`config.mk`:
```
export PLATFORM = sky130hd
export DESIGN_NAME = dmem_arbiter_flat
export DESIGN_NICKNAME = d
export VERILOG_FILES = /design/src/rtl/dmem_arbiter_if.sv /design/src/rtl/dmem_arbiter.sv /design/src/flat_wrapper.sv
export SDC_FILE = /design/constraint.sdc
export NUM_CORES = 1
export LEC_CHECK = 0
export ABC_AREA = 1
export CORE_AREA = 2 2 99 101
export DETAILED_ROUTE_END_ITERATION = 8
export DIE_AREA = 0 0 101 103
export PLACE_DENSITY_LB_ADDON = 0.2
export SYNTH_ARGS = -nofsm -noshare
export SYNTH_HDL_FRONTEND = slang
export SYNTH_SLANG_ARGS = --single-unit
```
`constraint.sdc`:
```
create_clock -name clk_i -period 1.65 [get_ports clk_i]
set_clock_uncertainty 0.05 [all_clocks]
set_input_delay 0.2475 -clock clk_i [delete_from_list [all_inputs] [get_ports clk_i]]
set_output_delay 0.2475 -clock clk_i [all_outputs]
set_load 0.02 [all_outputs]
```
`src/rtl/dmem_arbiter_if.sv`:
```
// rtl/dmem_arbiter_if.sv - core, debug and bank-array bus bundle for dmem_arbiter
interface dmem_arbiter_if #(
    parameter int ADDR_W = 13
);
    logic              core_req_i;
    logic              core_we_i;
    logic [3:0]        core_be_i;
    logic [ADDR_W-1:0] core_addr_i;
    logic [31:0]       core_wdata_i;
    logic              core_gnt_o;
    logic              core_stall_o;
    logic              core_rvalid_o;
    logic [31:0]       core_rdata_o;

    logic              dbg_req_i;
    logic              dbg_we_i;
    logic [3:0]        dbg_be_i;
    logic [ADDR_W-1:0] dbg_addr_i;
    logic [31:0]       dbg_wdata_i;
    logic              dbg_gnt_o;
    logic              dbg_rvalid_o;
    logic [31:0]       dbg_rdata_o;

    logic              mem_en_o;
    logic [3:0]        mem_we_o;
    logic [ADDR_W-1:0] mem_addr_o;
    logic [31:0]       mem_wdata_o;
    logic [31:0]       mem_rdata_i;

    modport slave (
        input  core_req_i, core_we_i, core_be_i, core_addr_i, core_wdata_i,
        output core_gnt_o, core_stall_o, core_rvalid_o, core_rdata_o,
        input  dbg_req_i, dbg_we_i, dbg_be_i, dbg_addr_i, dbg_wdata_i,
        output dbg_gnt_o, dbg_rvalid_o, dbg_rdata_o,
        output mem_en_o, mem_we_o, mem_addr_o, mem_wdata_o,
        input  mem_rdata_i
    );

    modport master (
        output core_req_i, core_we_i, core_be_i, core_addr_i, core_wdata_i,
        input  core_gnt_o, core_stall_o, core_rvalid_o, core_rdata_o,
        output dbg_req_i, dbg_we_i, dbg_be_i, dbg_addr_i, dbg_wdata_i,
        input  dbg_gnt_o, dbg_rvalid_o, dbg_rdata_o,
        input  mem_en_o, mem_we_o, mem_addr_o, mem_wdata_o,
        output mem_rdata_i
    );
endinterface

```
`src/rtl/dmem_arbiter.sv`:
```
// rtl/dmem_arbiter.sv - core-priority data memory arbiter with debug starvation guard (optional DMEM_ARB_STATS_EN conflict counter)
module dmem_arbiter #(
    parameter int ADDR_W   = 13,
    parameter int MAX_WAIT = 4,
    parameter int CNT_W    = 4
) (
    input  logic        clk_i,
    input  logic        rst_i,
    dmem_arbiter_if.slave bus
`ifdef DMEM_ARB_STATS_EN
    ,
    output logic [15:0] conflict_cnt_o
`endif
);
    localparam logic [CNT_W-1:0] WAIT_LIMIT = CNT_W'(MAX_WAIT);

    logic [CNT_W-1:0]  wait_cnt;
    logic              force_dbg;
    logic              core_gnt;
    logic              dbg_gnt;
    logic              rd_core;
    logic              rd_dbg;
    logic              mem_en;
    logic [3:0]        mem_we;
    logic [ADDR_W-1:0] mem_addr;
    logic [31:0]       mem_wdata;

    // Grant: core wins unless debug has already lost MAX_WAIT cycles in a row; nothing is granted in reset
    always_comb begin
        force_dbg = bus.dbg_req_i & (wait_cnt == WAIT_LIMIT);
        dbg_gnt   = ~rst_i & bus.dbg_req_i & (~bus.core_req_i | force_dbg);
        core_gnt  = ~rst_i & bus.core_req_i & ~dbg_gnt;
    end

    // Bank-side mux: the winner drives the banks in its grant cycle, idle bus is all-zero
    always_comb begin
        mem_en    = 1'b0;
        mem_we    = 4'b0000;
        mem_addr  = '0;
        mem_wdata = 32'h0;
        if (core_gnt) begin
            mem_en    = 1'b1;
            mem_we    = bus.core_be_i & {4{bus.core_we_i}};
            mem_addr  = bus.core_addr_i;
            mem_wdata = bus.core_wdata_i;
        end else if (dbg_gnt) begin
            mem_en    = 1'b1;
            mem_we    = bus.dbg_be_i & {4{bus.dbg_we_i}};
            mem_addr  = bus.dbg_addr_i;
            mem_wdata = bus.dbg_wdata_i;
        end
    end

    assign bus.core_gnt_o    = core_gnt;
    assign bus.dbg_gnt_o     = dbg_gnt;
    assign bus.core_stall_o  = bus.core_req_i & ~core_gnt;
    assign bus.mem_en_o      = mem_en;
    assign bus.mem_we_o      = mem_we;
    assign bus.mem_addr_o    = mem_addr;
    assign bus.mem_wdata_o   = mem_wdata;
    assign bus.core_rvalid_o = rd_core;
    assign bus.dbg_rvalid_o  = rd_dbg;
    assign bus.core_rdata_o  = bus.mem_rdata_i;
    assign bus.dbg_rdata_o   = bus.mem_rdata_i;

    // Starvation counter: counts consecutive cycles a pending debug request loses, saturating at the limit
    always_ff @(posedge clk_i) begin
        if (rst_i) begin
            wait_cnt <= '0;
        end else if (!bus.dbg_req_i || dbg_gnt) begin
            wait_cnt <= '0;
        end else if (wait_cnt != WAIT_LIMIT) begin
            wait_cnt <= wait_cnt + 1'b1;
        end
    end

    // Read owner: remembers who issued a load so the 1-cycle bank data is steered to the right rvalid
    always_ff @(posedge clk_i) begin
        if (rst_i) begin
            rd_core <= 1'b0;
            rd_dbg  <= 1'b0;
        end else begin
            rd_core <= core_gnt & ~bus.core_we_i;
            rd_dbg  <= dbg_gnt & ~bus.dbg_we_i;
        end
    end

`ifdef DMEM_ARB_STATS_EN
    // Conflict statistics: cycles where both requesters want the banks, saturating
    always_ff @(posedge clk_i) begin
        if (rst_i) begin
            conflict_cnt_o <= 16'h0;
        end else if (bus.core_req_i && bus.dbg_req_i && conflict_cnt_o != 16'hFFFF) begin
            conflict_cnt_o <= conflict_cnt_o + 16'h1;
        end
    end
`endif
endmodule

```
`src/flat_wrapper.sv`:
```
// flat-port wrapper written by rule: the top's interface ports become plain ports
module dmem_arbiter_flat 
#(
    parameter int ADDR_W   = 13,
    parameter int MAX_WAIT = 4,
    parameter int CNT_W    = 4
)
  (clk_i, rst_i, bus_core_req_i, bus_core_we_i, bus_core_be_i, bus_core_addr_i, bus_core_wdata_i, bus_core_gnt_o, bus_core_stall_o, bus_core_rvalid_o, bus_core_rdata_o, bus_dbg_req_i, bus_dbg_we_i, bus_dbg_be_i, bus_dbg_addr_i, bus_dbg_wdata_i, bus_dbg_gnt_o, bus_dbg_rvalid_o, bus_dbg_rdata_o, bus_mem_en_o, bus_mem_we_o, bus_mem_addr_o, bus_mem_wdata_o, bus_mem_rdata_i);
  dmem_arbiter_if #(.ADDR_W(ADDR_W)) bus_i ();
  input  logic clk_i;
  input  logic rst_i;
  input wire logic [$bits(bus_i.core_req_i)-1:0] bus_core_req_i;
  input wire logic [$bits(bus_i.core_we_i)-1:0] bus_core_we_i;
  input wire logic [$bits(bus_i.core_be_i)-1:0] bus_core_be_i;
  input wire logic [$bits(bus_i.core_addr_i)-1:0] bus_core_addr_i;
  input wire logic [$bits(bus_i.core_wdata_i)-1:0] bus_core_wdata_i;
  output wire logic [$bits(bus_i.core_gnt_o)-1:0] bus_core_gnt_o;
  output wire logic [$bits(bus_i.core_stall_o)-1:0] bus_core_stall_o;
  output wire logic [$bits(bus_i.core_rvalid_o)-1:0] bus_core_rvalid_o;
  output wire logic [$bits(bus_i.core_rdata_o)-1:0] bus_core_rdata_o;
  input wire logic [$bits(bus_i.dbg_req_i)-1:0] bus_dbg_req_i;
  input wire logic [$bits(bus_i.dbg_we_i)-1:0] bus_dbg_we_i;
  input wire logic [$bits(bus_i.dbg_be_i)-1:0] bus_dbg_be_i;
  input wire logic [$bits(bus_i.dbg_addr_i)-1:0] bus_dbg_addr_i;
  input wire logic [$bits(bus_i.dbg_wdata_i)-1:0] bus_dbg_wdata_i;
  output wire logic [$bits(bus_i.dbg_gnt_o)-1:0] bus_dbg_gnt_o;
  output wire logic [$bits(bus_i.dbg_rvalid_o)-1:0] bus_dbg_rvalid_o;
  output wire logic [$bits(bus_i.dbg_rdata_o)-1:0] bus_dbg_rdata_o;
  output wire logic [$bits(bus_i.mem_en_o)-1:0] bus_mem_en_o;
  output wire logic [$bits(bus_i.mem_we_o)-1:0] bus_mem_we_o;
  output wire logic [$bits(bus_i.mem_addr_o)-1:0] bus_mem_addr_o;
  output wire logic [$bits(bus_i.mem_wdata_o)-1:0] bus_mem_wdata_o;
  input wire logic [$bits(bus_i.mem_rdata_i)-1:0] bus_mem_rdata_i;
  assign bus_i.core_req_i = bus_core_req_i;
  assign bus_i.core_we_i = bus_core_we_i;
  assign bus_i.core_be_i = bus_core_be_i;
  assign bus_i.core_addr_i = bus_core_addr_i;
  assign bus_i.core_wdata_i = bus_core_wdata_i;
  assign bus_core_gnt_o = bus_i.core_gnt_o;
  assign bus_core_stall_o = bus_i.core_stall_o;
  assign bus_core_rvalid_o = bus_i.core_rvalid_o;
  assign bus_core_rdata_o = bus_i.core_rdata_o;
  assign bus_i.dbg_req_i = bus_dbg_req_i;
  assign bus_i.dbg_we_i = bus_dbg_we_i;
  assign bus_i.dbg_be_i = bus_dbg_be_i;
  assign bus_i.dbg_addr_i = bus_dbg_addr_i;
  assign bus_i.dbg_wdata_i = bus_dbg_wdata_i;
  assign bus_dbg_gnt_o = bus_i.dbg_gnt_o;
  assign bus_dbg_rvalid_o = bus_i.dbg_rvalid_o;
  assign bus_dbg_rdata_o = bus_i.dbg_rdata_o;
  assign bus_mem_en_o = bus_i.mem_en_o;
  assign bus_mem_we_o = bus_i.mem_we_o;
  assign bus_mem_addr_o = bus_i.mem_addr_o;
  assign bus_mem_wdata_o = bus_i.mem_wdata_o;
  assign bus_i.mem_rdata_i = bus_mem_rdata_i;
  dmem_arbiter #(.ADDR_W(ADDR_W), .MAX_WAIT(MAX_WAIT), .CNT_W(CNT_W)) u_core (.clk_i(clk_i), .rst_i(rst_i), .bus(bus_i));
endmodule
```
==> results of run 1 <==
## critical path: stages
cell	delay (ns)
sky130_fd_sc_hd__clkdlybuf4s50_1	0.52
sky130_fd_sc_hd__nand2_4	0.08
sky130_fd_sc_hd__inv_2	0.08
sky130_fd_sc_hd__nand2_4	0.07
sky130_fd_sc_hd__buf_12	0.15
sky130_fd_sc_hd__buf_12	0.14
sky130_fd_sc_hd__clkbuf_16	0.15
sky130_fd_sc_hd__nand3_2	0.06
sky130_fd_sc_hd__nand2_2	0.05
sky130_fd_sc_hd__buf_6	0.12
## registers in the layout, indices dropped and copies added (netlist names)
name	flops
u_core.wait_cnt	4
u_core.bus.core_rvalid_o	1
u_core.bus.dbg_rvalid_o	1
## power by group through the flow
stage	clock network, mW	registers, mW	logic (mW)
2_1_floorplan	0	0.155	0.479
3_3_place_gp	0	0.152	0.720
3_5_place_dp	0	0.152	0.719
4_1_cts	0.232	0.150	0.879
5_1_grt	0.240	0.150	0.989
6_report	0.223	0.150	0.928
## per-stage QoR
stage          instances  instance area [sq um]  setup TNS [ns]
4_1_cts              509                   3740          -12.96
6_report             515                   4010          -13.09
5_1_grt              515                   4010          -17.28
3_5_place_dp         483                   3010          -39.18
2_1_floorplan        269                   1630          -0.248
3_3_place_gp         483                   3010          -39.99
## kinds of logic (layout without fill, tap and decap cells)
group	count (synthesis)	count (layout)	share of synthesized area, %
buffers and inverters	89	221	40.5
adder cells (fa/ha/maj)	2	2	1.64
AO/OA/AOI/OAI	4	4	2.05
AND/OR/NAND/NOR	166	166	46.8
flip-flops	6	6	7.86
XOR/XNOR	2	2	1.15
## cell type report
cell class,instances,area [sq um],share of cell area (%)
repair buffers,207,2340,58.5
multi-input cells,174,1320,32.9
well taps,114,143,3.56
flip-flops and latches,6,123,3.06
clock buffers,3,41.3,1.03
inverters,11,41.3,1.03
## layout by cell type, fill, tap and decap left out, types with 8 or more instances in the layout
master                            count
sky130_fd_sc_hd__clkdlybuf4s50_1    103
sky130_fd_sc_hd__nand2_2             57
sky130_fd_sc_hd__buf_6               52
sky130_fd_sc_hd__nand3_2             32
sky130_fd_sc_hd__nand2_1             30
sky130_fd_sc_hd__buf_4               18
sky130_fd_sc_hd__nand2_4             16
sky130_fd_sc_hd__nand3_1             13
sky130_fd_sc_hd__buf_12              13
sky130_fd_sc_hd__buf_16               8
## repair_timing
item,CTS,global route
buffers inserted,14,6
endpoints found under the setup margin,53,53
hold buffers,0,0
cloned,9,1
pin swaps,14,21
resized for setup,374,52
## routing by layer
metal	share of wire (%)	wire length [um]	track usage [%]	vias to the layer above
li1	-	-	-	1063
met1	35	2650	14.1	943
met2	53	3990	24.6	100
met3	8.5	642	4.14	27
met4	3.2	240	4.99	0
met5	0	0	0	-
## cells in the mapped netlist
cell type | number | area (sq um)
sky130_fd_sc_hd__nand4_1 | 5 | 31.3
sky130_fd_sc_hd__dfxtp_1 | 6 | 120
sky130_fd_sc_hd__ha_1 | 2 | 25.0
sky130_fd_sc_hd__a21oi_4 | 1 | 16.3
sky130_fd_sc_hd__nor2_1 | 6 | 22.5
sky130_fd_sc_hd__inv_1 | 11 | 41.3
sky130_fd_sc_hd__nand3_4 | 1 | 17.5
sky130_fd_sc_hd__buf_4 | 65 | 488
sky130_fd_sc_hd__o21ai_0 | 1 | 5.00
sky130_fd_sc_hd__nand2_2 | 1 | 6.26
sky130_fd_sc_hd__a21oi_1 | 2 | 10.0
sky130_fd_sc_hd__xnor2_1 | 1 | 8.76
sky130_fd_sc_hd__nand3_1 | 51 | 255
sky130_fd_sc_hd__xor2_1 | 1 | 8.76
sky130_fd_sc_hd__nand2_1 | 102 | 383
sky130_fd_sc_hd__buf_2 | 9 | 45.0
sky130_fd_sc_hd__buf_6 | 4 | 45.0
## worst paths after layout
| check | slack [ns] | end | startpoint |
|---|---|---|---|
| max reg2reg | 0.13 | u_core.bus.core_rvalid_o$_SDFF_PP0_ | u_core.wait_cnt[1]$_SDFFE_PP0P_ |
| min | 0.39 | u_core.wait_cnt[0]$_SDFFE_PP0P_ | bus_core_req_i |
| min reg2reg | 0.45 | u_core.wait_cnt[0]$_SDFFE_PP0P_ | u_core.wait_cnt[0]$_SDFFE_PP0P_ |
| max | -0.33 | bus_mem_addr_o[9] | bus_dbg_req_i |
==> flow_summary.yaml, run 1 <==
final_layout:
  layout.filler_cells: 980
  fin_util_pct: 42.3
  layout.nets: 541
  antenna_cells_inserted: 0
  layout-drive-gt1-share_pct: 56.9
  layout_stage_area_growth_over_the_synthesis_result_pct: 162
pwr:
  power.combinational.fraction_pct: 71.3
  vdd_drop_max_mv: 0.266
  power_switching_mw: 0.454
  cell_internal_pwr_mw: 0.847
  power.share.sequential_pct: 11.5
  leakagePower_nw: 1.84
  power-per-cell-area_mw_per_mm2: 325
  power.switching_fraction_pct: 34.9
  clock_power_share_pct: 17.1
  total_design_power_mw: 1.30
clock_tree:
  clockBufferDepth: 2
  clock_tree_from_tritoncts: "done"
  cts_htree_levels: 1
  numClockSinks: 6
  clk_transition_reported_paths_ns: 0.04
  cts.root.buffer_cell: "sky130_fd_sc_hd__clkbuf_8"
  total_clock_buffers_created_by_cts: 3
  worst_skew_pair.late_latency_ns: 0.22
yosys:
  synthCells: 269
  synth-seq-cells: 6
  synthDistinctLibCells: 17
  syn-num-nets: 407
  seq_area_frac_synth_pct: 7.86
  netlist_area_sq_mm: 0.00153
  synthesis.yosys.warnings: 0
  synthesis.area_per_instance_sq_um: 5.68
detailed_routing:
  viasPerCell: 4.14
  drt-total-wl_um: 7520
  post-route-drc-count: 0
  route.detailed.wl_per_inst_um: 14.6
  ant_nets: 0
  dr.first_iter.drc_count: 24
  detailedRoute.firstPassIterationCount: 4
  route.vias.total: 2133
placed_design:
  place_ws_ns: -0.787
  buffers_on_ports: 158
  hpwl_um: 5020
  place_congestion: 0.681
setup_path:
  worstSetupStartpointType: "input port"
  critPathMaxFanout: 6
  worstSetupEndpointType: "primary output"
  worstSetupPathType: "in -> out"
  critical_path_required_ns: 1.35
  worst_ep_arrival_time_ns: 1.68
  worst-r2r-cell-count: 11
sta:
  worst_slew_margin_rel_pct: 85.4
  finalWorstSetupSlack_ns: -0.325
  finalCritPeriodShare_pct: 120
  achievable-frequency_mhz: 506
  number_of_setup_violations_in_the_final_report: 52
  rsz0062_at_grt: "yes"
  max_slew.worst_pin.slew_ns: 0.219
  holdWs_ns: 0.395
  min_period_ns: 1.98
  report.final.slew_viol_count: 0
  final_hold_viol_count: 0
outcome:
  outcome: "finished with violations"
  failed_checks: "setup timing"
floorplan:
  io_pins: 255
  die_x_um: 101
  die_y_um: 103
  floorplan.rows: 36
  dieArea_sq_mm: 0.0104
  floorplan.initialDensity_pct: 16.2
  core_area_sq_mm: 0.00946
global_route:
  grt_overflow: 0
  first_global_vias: 2128
  grt_util_all_layers_pct: 13.3
  global_route_wire_length_before_repair_um: 10700
  grt_max_degree: 28
  grt_antenna_before_repair: 0
hold_path:
  holdCritPathClass: "in -> reg"
  timing.hold.worst_path_depth: 3
run:
  cap_viol_max_count: 0
Note: power is estimated with default switching activity, not from simulation.
==> run 2: changes to the inputs <==
CELL_PAD_IN_SITES_DETAIL_PLACEMENT = 1   (was default)
CELL_PAD_IN_SITES_GLOBAL_PLACEMENT = 2   (was default)
CORE_AREA = default   (was 2 2 99 101)
CORE_MARGIN = 2   (was default)
CORE_UTILIZATION = 10   (was default)
DIE_AREA = default   (was 0 0 101 103)
==> run 2 against run 1 <==
Net effect:
- the flow still finishes with violations (setup timing)
- setup slack improved by 0.064 ns
- worst hold slack improved by 0.050 ns
- power rose by 13%
- critical path depth fell by 1
- core utilization fell by 16 points
- cell count rose by 13%
- clock power rose by 76%
- die area rose by 57%
- critical path type is now reg -> out
- largest power group unchanged
- highest routed layer unchanged
==> flow_summary.yaml, run 2 (synthesized netlist as in run 1, its figures left out) <==
placed_design:
  hpwl_um: 5860
  place_ws_ns: -0.806
  cell_area_placed_sq_mm: 0.00311
  cell_count_post_placement: 560
  buffers_on_ports: 158
  place_congestion: 0.675
pwr:
  vdd_drop_max_mv: 0.252
  power-per-cell-area_mw_per_mm2: 372
  total_design_power_mw: 1.46
  clock_power_share_pct: 26.8
  leakagePower_nw: 1.86
  cell_internal_pwr_mw: 0.991
  power.switching_fraction_pct: 32.4
  power_switching_mw: 0.474
  power.share.sequential_pct: 10.3
  power.combinational.fraction_pct: 62.9
detailed_routing:
  ant_nets: 0
  drt-total-wl_um: 9140
  route.detailed.wl_per_inst_um: 15.8
  viasPerCell: 3.75
  post-route-drc-count: 0
  dr.first_iter.drc_count: 40
  route.vias.total: 2176
  detailedRoute.firstPassIterationCount: 3
global_route:
  grt_antenna_before_repair: 0
  grt_overflow: 0
  grt_max_degree: 16
  global_route_wire_length_before_repair_um: 13700
  first_global_vias: 2442
  grt_util_all_layers_pct: 10.9
final_layout:
  largest_reg_flops: 4
  layout.nets: 532
  stdcell_count: 580
  top_register: "u_core.wait_cnt"
  antenna_cells_inserted: 0
  layout_stage_area_growth_over_the_synthesis_result_pct: 157
  mostFrequentLayoutCell: "sky130_fd_sc_hd__clkdlybuf4s50_1"
  fin_util_pct: 26.1
  layout-drive-gt1-share_pct: 49.5
  final_cell_mix: "sky130_fd_sc_hd__clkdlybuf4s50_1, sky130_fd_sc_hd__buf_6, sky130_fd_sc_hd__nand2_2"
  fin_area_sq_mm: 0.00394
floorplan:
  core_area_sq_mm: 0.0151
  floorplan.rows: 45
  io_pins: 255
  dieArea_sq_mm: 0.0163
  die_y_um: 128
  floorplan.initialDensity_pct: 10.1
  die_x_um: 128
setup_path:
  slowest_stage_delay_on_critical_path_ns: 0.31
  setup.worst_path.start: "u_core.wait_cnt[1]$_SDFFE_PP0P_"
  worst-r2r-cell-count: 9
  capturing_point_of_the_worst_reg2reg_path: "u_core.bus.core_rvalid_o$_SDFF_PP0_"
  worst_ep_arrival_time_ns: 1.61
  timing.critical_path.to: "bus_mem_addr_o[5]"
  critPathMostFrequentCell: "sky130_fd_sc_hd__buf_6"
  critical_path.reg2reg.startpoint: "u_core.wait_cnt[1]$_SDFFE_PP0P_"
  path_buf_inv: 4
  critical_path_depth: 9
  worst_path_max_delay_cell: "sky130_fd_sc_hd__dfxtp_2"
  critPathTopFamily: "buffers and inverters"
  worstSetupStartpointType: "flip-flop"
  critPathMaxFanout: 8
  worstPathCellList: "inv_2, ha_4, nand3_4, a21oi_4, buf_6, buf_16, nand2_4, nand2_2, buf_6"
  worstSetupPathType: "reg -> out"
  worstSetupEndpointType: "primary output"
  regToRegSetupSlack_ns: 0.30
  critical_path_required_ns: 1.35
sta:
  number_of_setup_violations_in_the_final_report: 52
  finalSetupTns_ns: -11.41
  rsz0062_at_grt: "yes"
  holdWs_ns: 0.445
  report.final.slew_viol_count: 0
  min_period_ns: 1.91
  final_hold_viol_count: 0
  worst_slew_margin_rel_pct: 84.3
  finalWorstSetupSlack_ns: -0.261
  finalCritPeriodShare_pct: 116
  max_slew.worst_pin.slew_ns: 0.235
  achievable-frequency_mhz: 523
clock_tree:
  clockBufferDepth: 2
  numClockSinks: 6
  hold_buffers: 0
  cts.root.buffer_cell: "sky130_fd_sc_hd__clkbuf_16"
  worst_skew_pair.late_latency_ns: 0.23
  total_clock_buffers_created_by_cts: 3
  clk_transition_reported_paths_ns: 0.03
  clock_tree_from_tritoncts: "done"
  cts_htree_levels: 1
outcome:
  outcome: "finished with violations"
  failed_checks: "setup timing"
hold_path:
  holdCritPathClass: "in -> out"
run:
  cap_viol_max_count: 0
==> run 2: cell types whose count changed in the layout (fill, tap and decap cells not counted), moves of 5 or more <==
| cell | previous run | this run |
|---|---|---|
| sky130_fd_sc_hd__nand3_4 | 7 | 2 |
| sky130_fd_sc_hd__nand2_2 | 57 | 46 |
| sky130_fd_sc_hd__nand3_1 | 13 | 38 |
| sky130_fd_sc_hd__nand2_4 | 16 | 28 |
| sky130_fd_sc_hd__buf_2 | 7 | 0 |
| sky130_fd_sc_hd__nand3_2 | 32 | 12 |
==> run 2: cell type report <==
class	count	area, sq um
fill	1780	11200
timing repair buffer	198	2230
multi-input combinational	174	1230
tap	188	235
sequential	6	123
clock buffer	3	75.1
inverter	11	43.8
==> run 2: routing by layer <==
metal / share of wire, % / routed length, um / GRT usage [%] / up-vias
met5: 0 / 0 / 0 / -
met3: 8.4 / 765 / 2.84 / 22
met4: 1.8 / 164 / 2.39 / 0
met2: 51 / 4690 / 19.8 / 105
li1: - / - / - / 1042
met1: 38 / 3510 / 12.9 / 1007
==> run 2: worst min-delay path by stage <==
stage | endpoint | slack [ns] | depth (start not counted) | startpoint
after floorplan | u_core.bus.core_rvalid_o$_SDFF_PP0_ | 0.27 | 1 | bus_core_we_i
after detailed placement | bus_core_rdata_o[0] | 0.45 | 0 | bus_mem_rdata_i[0]
after CTS | bus_core_rdata_o[0] | 0.45 | 0 | bus_mem_rdata_i[0]
after global placement | bus_core_rdata_o[0] | 0.45 | 0 | bus_mem_rdata_i[0]
after global routing | bus_dbg_rdata_o[23] | 0.45 | 0 | bus_mem_rdata_i[23]
final | bus_core_rdata_o[6] | 0.45 | 0 | bus_mem_rdata_i[6]
==> run 2: worst register-to-register path: stages, from the launching register on <==
cell and delay [ns]:
sky130_fd_sc_hd__dfxtp_2 0.32, sky130_fd_sc_hd__inv_2 0.04, sky130_fd_sc_hd__ha_4 0.16, sky130_fd_sc_hd__nand3_4 0.11, sky130_fd_sc_hd__nand2_4 0.08, sky130_fd_sc_hd__nand2_8 0.13, sky130_fd_sc_hd__buf_12 0.15, sky130_fd_sc_hd__nand2_4 0.05
sky130_fd_sc_hd__buf_4 0.12, sky130_fd_sc_hd__nor2_1 0.07
==> run 2: power by group through the flow <==
stage / clock (mW) / combinational (mW) / sequential [mW]
floorplan: 0 / 0.479 / 0.155
global placement: 0 / 0.736 / 0.152
detailed placement: 0 / 0.736 / 0.152
CTS: 0.402 / 0.918 / 0.151
global route: 0.407 / 0.987 / 0.151
finish: 0.393 / 0.921 / 0.151
==> run 2: what timing repair did <==
action                     4_1_cts  5_1_grt
gates cloned                     9        0
setup endpoints to repair       53       53
resized for setup              392       38
buffers inserted                 9        4
pin swaps                       21       18
==> RTL change 1 (flow settings as in run 2) <==
`CNT_W` is set to 4 in 2 places; all go to 6.
--- a/src/rtl/dmem_arbiter.sv
+++ b/src/rtl/dmem_arbiter.sv
@@ -2,7 +2,7 @@
 module dmem_arbiter #(
     parameter int ADDR_W   = 13,
     parameter int MAX_WAIT = 4,
-    parameter int CNT_W    = 4
+    parameter int CNT_W    = 6
 ) (
     input  logic        clk_i,
     input  logic        rst_i,
--- a/src/flat_wrapper.sv
+++ b/src/flat_wrapper.sv
@@ -3,7 +3,7 @@
 #(
     parameter int ADDR_W   = 13,
     parameter int MAX_WAIT = 4,
-    parameter int CNT_W    = 4
+    parameter int CNT_W    = 6
 )
   (clk_i, rst_i, bus_core_req_i, bus_core_we_i, bus_core_be_i, bus_core_addr_i, bus_core_wdata_i, bus_core_gnt_o, bus_core_stall_o, bus_core_rvalid_o, bus_core_rdata_o, bus_dbg_req_i, bus_dbg_we_i, bus_dbg_be_i, bus_dbg_addr_i, bus_dbg_wdata_i, bus_dbg_gnt_o, bus_dbg_rvalid_o, bus_dbg_rdata_o, bus_mem_en_o, bus_mem_we_o, bus_mem_addr_o, bus_mem_wdata_o, bus_mem_rdata_i);
   dmem_arbiter_if #(.ADDR_W(ADDR_W)) bus_i ();
Formal check against the unedited RTL: same outputs for any inputs over 10 cycles, from zero or initial values and one cycle with rst_i high; that may be too few to reach the edited logic, so the function may still have changed.
==> RTL change 1 against run 2 <==
  * The flow still finishes with violations (setup timing)
  * Maximum frequency is 0.84% lower
  * Via count is 1.8% higher
  * Highest routed layer unchanged
  * Largest power group unchanged
  * Synthesized cell count is 4.1% higher
  * Setup slack worse by 0.016 ns
  * Largest cell class unchanged
  * Final area is 4.6% higher
  * Power is 5.7% higher
  * Count of clock-buffer cells in the layout stayed put
  * Critical path depth stayed put
  * Area after synthesis is 7.7% higher
  * Global-route usage is 0.59 points lower
  * Sequential cell count is 2 higher
  * Core utilization is 0.34 points lower
  * Routed wire length is 4.1% higher
==> RTL change 1: results <==
run_status:
  status: "complete, but fails checks"
  violations: "setup timing"
setup_path:
  arrival_ns: 1.63
yosys:
  synth.net_count: 418
  synthTopCellsByArea: "buf_4 29%, nand2_1 21%, nand3_1 16%, dfxtp_1 9.7%, nand2_2 3.8%"
  synth_cells: 280
  synthDistinctLibCells: 21
  yosysSeqAreaShare_pct: 9.73
  synth.top_cells.by_count: "94 x nand2_1, 64 x buf_4, 52 x nand3_1"
  ys_ff_latch: 8
route:
  wl_met1_um: 3430
  routed-via-count: 2216
  drtIter0Drc: 36
  routedWlPerCell_um: 15.3
  viasPerCell: 3.56
  met3_length_um: 626
  met2_length_um: 5380
timing:
  setup_ws_ns: -0.278
  fin_tns_setup_ns: -11.97
  slew_headroom_pct: 82.8
  setup_viol: 52
placement:
  pre_cts_ws_ns: -0.803
  hpwl_um: 6470
  dp_cells: 598
  gp_congestion: 0.729
  dpl_cell_area_um2: 3300
cells_and_area:
  multi_input_area_share_pct: 32.0
  num-nonclk-inverters: 10
  largest_reg_flops: 6
  fin_nets: 546
  finalInstanceArea_um2: 4120
  fillCellCount: 1934
  buffer_area_share_pct: 54.7
  register_area_um2: 164
  multiInputCombCellCount: 184
  diodes: 0
  drive_above_1_share_pct: 53.2
  buffers: 201
  clock_tree_area_fraction_pct: 1.82
  postLayoutCoreUtil_pct: 25.7
clocking:
  postCtsResizedCells: 357
  post_cts_buffers: 10
power_and_ir_drop:
  p_leak_uw: 0.00180
  p_clk_share_pct: 27.2
  comb_power_uw: 929
  seq_power_share_pct: 12.8
  vdd_drop_max_mv: 0.255
global_route:
  use_met3_pct: 2.46
  grt_pass1_wl_um: 14200
  grt_usage_pct: 10.3
  grt_pass1_vias: 2539
  met2_usage_pct: 20.2
  grt_util_met1_pct: 11.3
RTL change 1: kinds of logic (layout without fill, tap and decap cells):
group / after synthesis / count (layout) / synth area share, %
XOR/XNOR: 3 / 3 / 1.60
flip-flops: 8 / 8 / 9.73
AND/OR/NAND/NOR: 174 / 174 / 47.6
AO/OA/AOI/OAI: 5 / 5 / 2.36
adder cells (fa/ha/maj): 2 / 2 / 1.52
buffers and inverters: 88 / 214 / 37.2
RTL change 1: path summary, 6_finish.rpt:
path                                   start                                   to  slack, ns  cells past startpoint
max reg2reg  u_core.wait_cnt[1]$_SDFFE_PP0P_  u_core.bus.core_rvalid_o$_SDFF_PP0_       0.31                      9
min reg2reg  u_core.wait_cnt[0]$_SDFFE_PP0P_      u_core.wait_cnt[0]$_SDFFE_PP0P_       0.46                      2
max          u_core.wait_cnt[1]$_SDFFE_PP0P_                    bus_mem_addr_o[2]      -0.28                      9
min                       bus_mem_rdata_i[5]                  bus_core_rdata_o[5]       0.45                      0
==> RTL change 2 (flow settings as in run 2) <==
Without the edit above. Put a register stage on the output `bus.dbg_rdata_o`, without a reset. The value now appears one clock later.
--- a/src/rtl/dmem_arbiter.sv
+++ b/src/rtl/dmem_arbiter.sv
@@ -61,7 +61,9 @@
     assign bus.core_rvalid_o = rd_core;
     assign bus.dbg_rvalid_o  = rd_dbg;
     assign bus.core_rdata_o  = bus.mem_rdata_i;
-    assign bus.dbg_rdata_o   = bus.mem_rdata_i;
+    always_ff @(posedge clk_i) begin
+        bus.dbg_rdata_o <= bus.mem_rdata_i;
+    end
 
     // Starvation counter: counts consecutive cycles a pending debug request loses, saturating at the limit
     always_ff @(posedge clk_i) begin
Behaviour: not the same (Yosys sat finds a counterexample within 4 cycles, from zero or initial values and one cycle with rst_i high).
==> RTL change 2 against run 2 <==
  * The run still ends with setup timing left
  * Power rose by 140%
  * Hold slack lost 0.086 ns
  * Area after synthesis rose by 26%
  * First-iteration DRC count shrank 18%
  * Setup slack got worse by 0.11 ns
  * Sequential share of layout area up 9.9 points
  * Final area rose by 49%
  * Critical path depth rose by 1
  * Maximum frequency is 5.4% lower
  * Routed wire length increased by 38%
  * Sequential cell count up 32
==> RTL change 2: results <==
route:
  routedWlPerCell_um: 15.9
clocking:
  numCtsBuffers: 5
  clk_pin_slew_ns: 0.06
  clk_latency_ns: 0.28
power_and_ir_drop:
  p_clk_share_pct: 35.6
  p_leak_uw: 0.00276
  power_switching_uw: 953
run_status:
  status: "complete, but fails checks"
  violations: "setup timing"
cells_and_area:
  fin_nets: 666
  drive_above_1_share_pct: 40.5
  fillCellCount: 2121
placement:
  hpwl_um: 8830
  io_buffers: 254
  dpl_cell_area_um2: 4760
  gp_congestion: 0.664
setup_path:
  cp_max_fo: 6
  startpoint: "u_core.wait_cnt[0]$_SDFFE_PP0P_"
  arrival_ns: 1.72
timing:
  holdWs_ns: 0.359
  setup_viol: 52
  setup_ws_ns: -0.370
yosys:
  synthTopCellsByArea: "dfxtp_1 39%, nand2_1 20%, nand3_1 13%, buf_4 13%, buf_2 2.3%"
  yosysSeqAreaShare_pct: 39.4
  synth.top_cells.by_count: "102 x nand2_1, 51 x nand3_1, 38 x dfxtp_1"
min_path:
  hp-start: "bus_core_req_i"
  holdPathStages: 3
  min_path_type: "in2reg"
global_route:
  grt_pass1_wl_um: 17600
  grt_usage_pct: 11.5
## RTL change 2: kinds of logic (layout without fill, tap and decap cells)
kind of cell    Yosys count  after routing  synth area share [%]
xor+xnor                  2              2                 0.908
simple gates            166            166                  37.1
fa+ha+maj                 2              2                  1.30
compound gates            4              4                  1.62
flops                    38             38                  39.4
buf+inv                  57            317                  19.6
## RTL change 2: area by class of cell
type	count	area, µm²	area share [%]
clock buffer	5	125	2.14
multi-input combinational	174	1260	21.6
clock inverter	3	68.8	1.17
inverter	11	41.3	0.705
timing repair buffer	298	3270	55.8
sequential	38	763	13.0
tap	260	325	5.55
## RTL change 2: metal layers
metal	routed length [µm]	vias to the layer above	GRT usage, %	share of wire [%]
met5	0	-	0	0
met4	86	0	2.34	0.68
met3	1550	6	5.23	12
met2	6420	184	22.0	51
met1	4510	1296	11.3	36
li1	-	1347	-	-
## RTL change 2: what timing repair did
action / CTS / global route
setup buffers: 9 / 8
setup endpoints to repair: 63 / 69
pin swaps: 30 / 18
cloned: 9 / 3
resized for setup: 407 / 58
